[config.mk]
export PLATFORM = sky130hd
export DESIGN_NAME = calc_ctrl
export DESIGN_NICKNAME = d
export VERILOG_FILES = /design/src/rtl/calc_pkg.sv /design/src/rtl/calc_tx_seq.sv /design/src/rtl/calc_ctrl.sv
export SDC_FILE = /design/constraint.sdc
export NUM_CORES = 1
export LEC_CHECK = 0
export CORE_MARGIN = 5
export CORE_UTILIZATION = 35
export DETAILED_ROUTE_END_ITERATION = 10
export HOLD_SLACK_MARGIN = 0.1
export MAX_ROUTING_LAYER = met4
export PLACE_DENSITY_LB_ADDON = 0.2
export SYNTH_ARGS = -nofsm -noshare
export SYNTH_HDL_FRONTEND = slang
export SYNTH_SLANG_ARGS = --single-unit
[constraint.sdc]
create_clock -name clk -period 2.4 [get_ports clk]
set_input_delay 0.36 -clock clk [delete_from_list [all_inputs] [get_ports clk]]
set_output_delay 0.36 -clock clk [all_outputs]
set_load 0.1 [all_outputs]
[src/rtl/calc_pkg.sv]
// Shared types and constants for the UART calculator sequencing controller.
package calc_pkg;

   typedef enum logic [3:0] {
      ST_IDLE,
      ST_OPA,
      ST_OPW,
      ST_OPB,
      ST_EXEC,
      ST_WAIT_ALU,
      ST_SEND,
      ST_RESULT,
      ST_ERROR
   } state_t;

   typedef enum logic [1:0] {
      TX_IDLE,
      TX_ISSUE,
      TX_ACK,
      TX_DRAIN
   } tx_phase_t;

   localparam logic [1:0] OP_ADD = 2'd0;
   localparam logic [1:0] OP_SUB = 2'd1;
   localparam logic [1:0] OP_MUL = 2'd2;
   localparam logic [1:0] OP_DIV = 2'd3;

   localparam logic [3:0] KEY_ENTER = 4'hE;
   localparam logic [3:0] KEY_CLEAR = 4'hF;

endpackage

[src/rtl/calc_tx_seq.sv]
// Result transmitter sequencer: sends value as hex nibbles, MSB first, one
// tx_start per nibble with an ISSUE/ACK/DRAIN handshake against tx_busy.
module calc_tx_seq
   import calc_pkg::*;
#(
   parameter int unsigned W = 16
) (
   input  logic         clk,
   input  logic         rst_n,
   input  logic         go,
   input  logic [W-1:0] value,
   input  logic         abort,
   input  logic         tx_busy,
   output logic         tx_start,
   output logic [3:0]   tx_data,
   output logic         done
);

   localparam int unsigned NIB = W / 4;
   localparam int unsigned IW  = (NIB > 1) ? $clog2(NIB) : 1;

   tx_phase_t       r_phase;
   tx_phase_t       w_phase_nx;
   logic [IW-1:0]   r_idx;
   logic [IW-1:0]   w_idx_nx;

   // Phase and nibble-index registers.
   always_ff @(posedge clk or negedge rst_n) begin
      if (!rst_n) begin
         r_phase <= TX_IDLE;
         r_idx   <= '0;
      end else begin
         r_phase <= w_phase_nx;
         r_idx   <= w_idx_nx;
      end
   end

   // Handshake progression; abort returns to idle regardless of the link.
   always_comb begin
      w_phase_nx = r_phase;
      w_idx_nx   = r_idx;
      if (abort) begin
         w_phase_nx = TX_IDLE;
         w_idx_nx   = '0;
      end else begin
         case (r_phase)
            TX_IDLE: begin
               if (go) begin
                  w_phase_nx = TX_ISSUE;
                  w_idx_nx   = IW'(NIB - 1);
               end
            end
            TX_ISSUE: if (!tx_busy) w_phase_nx = TX_ACK;
            TX_ACK:   if (tx_busy)  w_phase_nx = TX_DRAIN;
            TX_DRAIN: begin
               if (!tx_busy) begin
                  if (r_idx == '0) begin
                     w_phase_nx = TX_IDLE;
                  end else begin
                     w_idx_nx   = r_idx - IW'(1);
                     w_phase_nx = TX_ISSUE;
                  end
               end
            end
            default: w_phase_nx = TX_IDLE;
         endcase
      end
   end

   // Start pulse is gated by tx_busy so it can never fire into a busy link.
   always_comb begin
      tx_start = (r_phase == TX_ISSUE) && !tx_busy && !abort;
      tx_data  = 4'(value >> {r_idx, 2'b00});
      done     = (r_phase == TX_DRAIN) && !tx_busy && (r_idx == '0) && !abort;
   end

endmodule

[src/rtl/calc_ctrl.sv]
// Calculator key sequencer: assembles operand A, operator, operand B from
// decoded key pulses, runs the ALU handshake and streams the result out.
module calc_ctrl
   import calc_pkg::*;
#(
   parameter int unsigned W      = 16,
   parameter int unsigned MAXDIG = 4
) (
   input  logic         clk,
   input  logic         rst_n,
   input  logic         rx_valid,
   input  logic [3:0]   rx_data,
   input  logic         is_digit,
   input  logic         is_operator,
   input  logic         is_enter,
   input  logic         is_clear,
   output logic         alu_start,
   output logic [W-1:0] alu_a,
   output logic [W-1:0] alu_b,
   output logic [1:0]   alu_op,
   input  logic         alu_done,
   input  logic [W-1:0] alu_result,
   input  logic         alu_err,
   output logic         tx_start,
   output logic [3:0]   tx_data,
   input  logic         tx_busy,
   output logic         busy,
   output logic         err
);

   localparam int unsigned CW = $clog2(MAXDIG + 1);

   state_t          r_state;
   state_t          w_state_nx;
   logic [W-1:0]    r_acc_a;
   logic [W-1:0]    r_acc_b;
   logic [1:0]      r_op;
   logic [CW-1:0]   r_cnt;
   logic [W-1:0]    r_alu_a;
   logic [W-1:0]    r_alu_b;
   logic [1:0]      r_alu_op;

   logic            w_clear;
   logic            w_digit;
   logic            w_oper;
   logic            w_enter;
   logic            w_room;
   logic [W-1:0]    w_dig;
   logic [W-1:0]    w_mac_a;
   logic [W-1:0]    w_mac_b;
   logic [1:0]      w_key_op;
   logic            w_go;
   logic            w_tx_done;

   assign w_clear  = rx_valid && is_clear;
   assign w_digit  = rx_valid && is_digit;
   assign w_oper   = rx_valid && is_operator;
   assign w_enter  = rx_valid && is_enter;
   assign w_room   = r_cnt < CW'(MAXDIG);
   assign w_dig    = W'(rx_data);
   assign w_mac_a  = (r_acc_a << 3) + (r_acc_a << 1) + w_dig;
   assign w_mac_b  = (r_acc_b << 3) + (r_acc_b << 1) + w_dig;
   // Operator keys A..D map onto add/sub/mul/div in key order.
   assign w_key_op = 2'(rx_data - 4'hA);
   assign w_go     = (r_state == ST_WAIT_ALU) && alu_done && !alu_err && !w_clear;

   calc_tx_seq #(.W(W)) u_tx_seq (
      .clk      (clk),
      .rst_n    (rst_n),
      .go       (w_go),
      .value    (r_acc_a),
      .abort    (w_clear),
      .tx_busy  (tx_busy),
      .tx_start (tx_start),
      .tx_data  (tx_data),
      .done     (w_tx_done)
   );

   // Key FSM state register.
   always_ff @(posedge clk or negedge rst_n) begin
      if (!rst_n) r_state <= ST_IDLE;
      else        r_state <= w_state_nx;
   end

   // Key FSM transitions; Clear overrides everything, including alu_done.
   always_comb begin
      w_state_nx = r_state;
      if (w_clear) begin
         w_state_nx = ST_IDLE;
      end else begin
         case (r_state)
            ST_IDLE:     if (w_digit) w_state_nx = ST_OPA;
            ST_OPA:      if (w_oper)  w_state_nx = ST_OPW;
            ST_OPW:      if (w_digit) w_state_nx = ST_OPB;
            ST_OPB:      if (w_enter) w_state_nx = ST_EXEC;
            ST_EXEC:     w_state_nx = ST_WAIT_ALU;
            ST_WAIT_ALU: if (alu_done) w_state_nx = alu_err ? ST_ERROR : ST_SEND;
            ST_SEND:     if (w_tx_done) w_state_nx = ST_RESULT;
            ST_RESULT: begin
               if (w_oper)       w_state_nx = ST_OPW;
               else if (w_digit) w_state_nx = ST_OPA;
            end
            ST_ERROR:    w_state_nx = ST_ERROR;
            default:     w_state_nx = ST_IDLE;
         endcase
      end
   end

   // State-decoded outputs.
   always_comb begin
      alu_start = (r_state == ST_EXEC);
      busy      = (r_state == ST_EXEC) || (r_state == ST_WAIT_ALU) || (r_state == ST_SEND);
      err       = (r_state == ST_ERROR);
   end

   // Operand accumulators, operator, digit count and the ALU operand registers.
   always_ff @(posedge clk or negedge rst_n) begin
      if (!rst_n) begin
         r_acc_a  <= '0;
         r_acc_b  <= '0;
         r_op     <= OP_ADD;
         r_cnt    <= '0;
         r_alu_a  <= '0;
         r_alu_b  <= '0;
         r_alu_op <= OP_ADD;
      end else if (w_clear) begin
         r_acc_a <= '0;
         r_acc_b <= '0;
         r_op    <= OP_ADD;
         r_cnt   <= '0;
      end else begin
         case (r_state)
            ST_IDLE, ST_RESULT: begin
               if (w_digit) begin
                  r_acc_a <= w_dig;
                  r_cnt   <= CW'(1);
               end else if (w_oper && (r_state == ST_RESULT)) begin
                  r_op <= w_key_op;
               end
            end
            ST_OPA: begin
               if (w_digit && w_room) begin
                  r_acc_a <= w_mac_a;
                  r_cnt   <= r_cnt + CW'(1);
               end else if (w_oper) begin
                  r_op <= w_key_op;
               end
            end
            ST_OPW: begin
               if (w_oper) begin
                  r_op <= w_key_op;
               end else if (w_digit) begin
                  r_acc_b <= w_dig;
                  r_cnt   <= CW'(1);
               end
            end
            ST_OPB: begin
               if (w_digit && w_room) begin
                  r_acc_b <= w_mac_b;
                  r_cnt   <= r_cnt + CW'(1);
               end else if (w_enter) begin
                  r_alu_a  <= r_acc_a;
                  r_alu_b  <= r_acc_b;
                  r_alu_op <= r_op;
               end
            end
            ST_WAIT_ALU: begin
               if (alu_done && !alu_err) r_acc_a <= alu_result;
            end
            default: ;
         endcase
      end
   end

   assign alu_a  = r_alu_a;
   assign alu_b  = r_alu_b;
   assign alu_op = r_alu_op;

endmodule

==> results list <==
* Starting DRC count in detailed routing: 205
- Least-Margin Pin Slew: 0.761 ns
- Number of nets at the end of the flow: 723
- Total number of vias: 4353
- Yosys mapped a number of flops with a built-in enable equal to 0.
- The floorplan step set the die height to roughly 130 um.
* Critical Path Source Type: input port
- Yosys printed 0 warnings.
- Clock network fraction of total power: 0.184
- Across the run, the number of max-cap violations was 0.
- Based on the critical path, the design can be clocked at up to 421 MHz.
* Unrepaired setup endpoints after global routing: yes
* Pre-CTS setup slack: -0.717 ns
- Total die area: 17900 um^2
- For this design the total switching power over the nets is 3.48 mW.
- The clock arrives with between 0.01 and 0.015 ns of skew.
- Status: finished clean
- The path class of the tightest hold or removal check is flop to flop.
- Peak per-stage delay on the critical path: 0.50 ns
- Leakage: 3.51 nW
- Sequential-to-total area share from yosys stat: 0.368
- In this run the tightest slew margin relative to its limit is 0.490.
- Cts bufs inserted: 9
* Later-pin clock latency in the skew report: 0.35 ns
- Fin Setup TNS: 0 ns
- Port Buffer Count: 71
- Total half-perimeter wirelength after legalization and detailed placement: roughly 11000 um
- The worst-case IR drop observed on VDD is 0.000798 V.
* Critical Path Fanout Max: 3
- The share of synthesized area in the top cell type comes to 0.368.
- Antenna Nets Post-Route: 0
* Type of element capturing the critical path: flop
- Entering global routing, the biggest net connects 44 pins.
* FF+latch count, synth: 79
- The first global-routing pass estimated 23300 um of wire.
* Cell type contributing the most total cell area after synthesis: sky130_fd_sc_hd__dfrtp_1
- By startpoint and endpoint, the worst setup path is classified as input port to flop.
- Overall fraction of global-route tracks in use: 0.166
- Across all setup checks in the final design, the least slack found is 0.0224 ns.
- The number of global-route vias before repair came to 4456.
* Min cycle time layout: 2.38 ns
- Synthesis instantiated 63 different standard cells from the library.
* Synth Cell Area: 5370 um^2
- Power share of the sequential group: 0.248
- The first TritonRoute pass finished after 4 iterations.
* Critical path's slowest cell: sky130_fd_sc_hd__fa_2
- between 70 and 80 I/O pins were placed.
- Combinational cell fraction of total power: 0.568
- 0 antenna diodes ended up in the layout.
* Width of the chip: around 130 um
- The congestion estimate from routability-driven global placement came to approximately 0.89.
- Setup violations remaining at the end of the flow were counted as 0.
* Slew Limit Fails: 0
- Data on the critical path is required at its endpoint by between 2 and 3 ns.
* Switching part of the total power: 0.455
- GRT overflow: 0
* Cell Rows: 45
- Number of buffers on the longest clock path: 2
* Async set or reset register ratio after synthesis: 1.00
* Most numerous cell in the Yosys netlist: sky130_fd_sc_hd__dfrtp_1
- Data arrives at the worst endpoint at between 2 and 3 ns.
- TritonCTS built the clock tree.
* Initial antenna violation count: 0
- Clock Root Buffer: sky130_fd_sc_hd__clkbuf_16
* Mean post-synth cell area: roughly 10 um^2
- For this configuration, the core starts out at a cell density of 0.354.
* Worst path buffer plus inverter count: 2
* Cell type with the highest occurrence count on the critical path: sky130_fd_sc_hd__fa_2
- Final-layout fill cell count: 1416
- Prevailing post-synth register cell: sky130_fd_sc_hd__dfrtp_1
- Cell internal power was estimated by the tool at 4.16 mW.
- P&R area growth vs syn: 32.8%
- The tree built by TritonCTS fans out to 79 sinks.
- Top post-synthesis cells by count: sky130_fd_sc_hd__dfrtp_1 (79), sky130_fd_sc_hd__ha_1 (58), sky130_fd_sc_hd__a21oi_1 (33)
* Routed wire length: approximately 14000 um
- Once layout is complete, the utilization of the core stands at 0.470.
- CTS clock-pin slew for the worst setup and hold paths: roughly 0.06 ns
- The H-tree was split into 3 levels.
- The core region is between 15000 and 20000 um^2.
- Critical Path, Cell by Cell: clkdlybuf4s15_1 -> buf_6 -> fa_2 -> fa_2 -> a21o_1 -> a31oi_4 -> o211ai_1 -> a31oi_1 -> xnor2_1 -> a22o_1
- The number of nets handed over by synthesis was 606.
- Syn Inst Count: 514
* Number of hold violations in the final report: 0
- Total power draw: roughly 7.6 mW
- Dividing the detail-routed wire length by the instance count gives 17.1 um.
* Portion of the clock cycle consumed by the worst path in the final layout: 0.991
- Remaining design rule violation count: 0
* Cell type group with the largest total delay on the critical path: compound AO/OA/AOI/OAI gates
- After detailed routing, the number of vias per cell comes to roughly 5.3.
- Pwr/cell area: roughly 1100 nW/um^2
- Dominant cells by area after synthesis: sky130_fd_sc_hd__dfrtp_1 (37%), sky130_fd_sc_hd__ha_1 (14%), sky130_fd_sc_hd__mux2_2 (6.7%), sky130_fd_sc_hd__a21oi_1 (3.1%), sky130_fd_sc_hd__mux2i_1 (2.8%)
- In the final layout, the share of cells above drive strength 1 is 0.305.
-- tightest hold or removal path: stages, from the launching register on --
cell,delay [ns]
sky130_fd_sc_hd__dfrtp_1,0.34
sky130_fd_sc_hd__nand2_1,0.05
sky130_fd_sc_hd__o21ai_0,0.06
-- registers in the layout (all words and copies together) (netlist names) --
signal            flops
alu_a                16
alu_b                16
r_acc_a              16
r_acc_b              16
r_state               4
r_cnt                 3
alu_op                2
r_op                  2
u_tx_seq.r_idx        2
u_tx_seq.r_phase      2
-- layout make-up --
| type | instances | area, um^2 | area share |
|---|---|---|---|
| Clock buffer | 11 | 243 | 0.0341 |
| Clock inverter | 5 | 57.6 | 0.00808 |
| Inverter | 20 | 75.1 | 0.0105 |
| Multi-Input combinational cell | 395 | 3410 | 0.479 |
| Sequential cell | 79 | 1980 | 0.278 |
| Tap cell | 188 | 235 | 0.0330 |
| Timing Repair Buffer | 126 | 1120 | 0.158 |
-- metrics by stage --
step,hold slack [ns],cells,area (um^2)
after global placement,0.422,803,6600
final,0.489,824,7130
after detailed placement,0.425,803,6600
after CTS,0.500,822,6960
after global routing,0.520,824,7130
after floorplan,0.0644,514,5390
-- cells in the final DEF (no fill, tap or decap), drive strengths merged, types with 3 or more instances in the layout --
master / n
nor3: 7
and3: 3
dfrtp: 79
nor3b: 3
clkdlybuf4s50: 25
xor2: 12
mux2i: 15
a22o: 12
a211oi: 8
inv: 20
clkinv: 4
nor2: 33
buf: 97
nand3: 11
ha: 58
o211ai: 8
o31ai: 3
a21o: 10
nor4: 3
clkbuf: 11
nand2: 29
mux2: 33
nor2b: 6
mux4: 4
nand2b: 5
o21ai: 28
fa: 4
a22oi: 11
xnor2: 15
a21oi: 34
a31oi: 13
-- routing by layer --
layer | wire, um | GRT usage | part of all wire
met5 | 0 | - | 0
met4 | 204 | 0.0520 | 0.014
met3 | 415 | 0.0225 | 0.029
met2 | 6860 | 0.271 | 0.49
met1 | 6600 | 0.216 | 0.47
-- final timing paths --
kind                            start  depth (start not counted)          end  slack, ns
min in group asynchronous       rst_n                          2     r_cnt[1]       0.58
max in group asynchronous       rst_n                          3   r_acc_a[3]       1.23
setup / recovery           rx_data[3]                         10  r_acc_b[12]       0.02
hold reg to reg             alu_op[0]                          2    alu_op[0]       0.49
hold / removal              alu_op[0]                          2    alu_op[0]       0.49
setup reg to reg           r_acc_b[2]                          8  r_acc_b[12]       0.03
-- logic make-up (layout without fill, tap and decap cells) --
kind of cell,after synthesis,count (layout),synth area share
compound gates,143,143,0.179
xor+xnor,27,27,0.0441
fa+ha+maj,62,62,0.150
buf+inv,40,162,0.0333
flops,79,79,0.368
mux,52,52,0.115
simple gates,111,111,0.110
-- timing repair --
item	4_1_cts	5_1_grt
pin swaps	19	23
gates resized for setup	15	33
setup buffers	2	2
hold endpoints to repair	41	0
setup endpoints to repair	20	17
hold buffers	1	0
-- power by group through the flow --
stage          clock (mW)  combinational, mW  sequential, mW
2_1_floorplan           0               2.22            2.51
3_3_place_gp            0               4.00            1.91
3_5_place_dp            0               4.04            1.92
4_1_cts              1.44               4.13            1.90
5_1_grt              1.50               4.72            1.94
6_report             1.40               4.34            1.89
(Power assumes the default switching activity.)
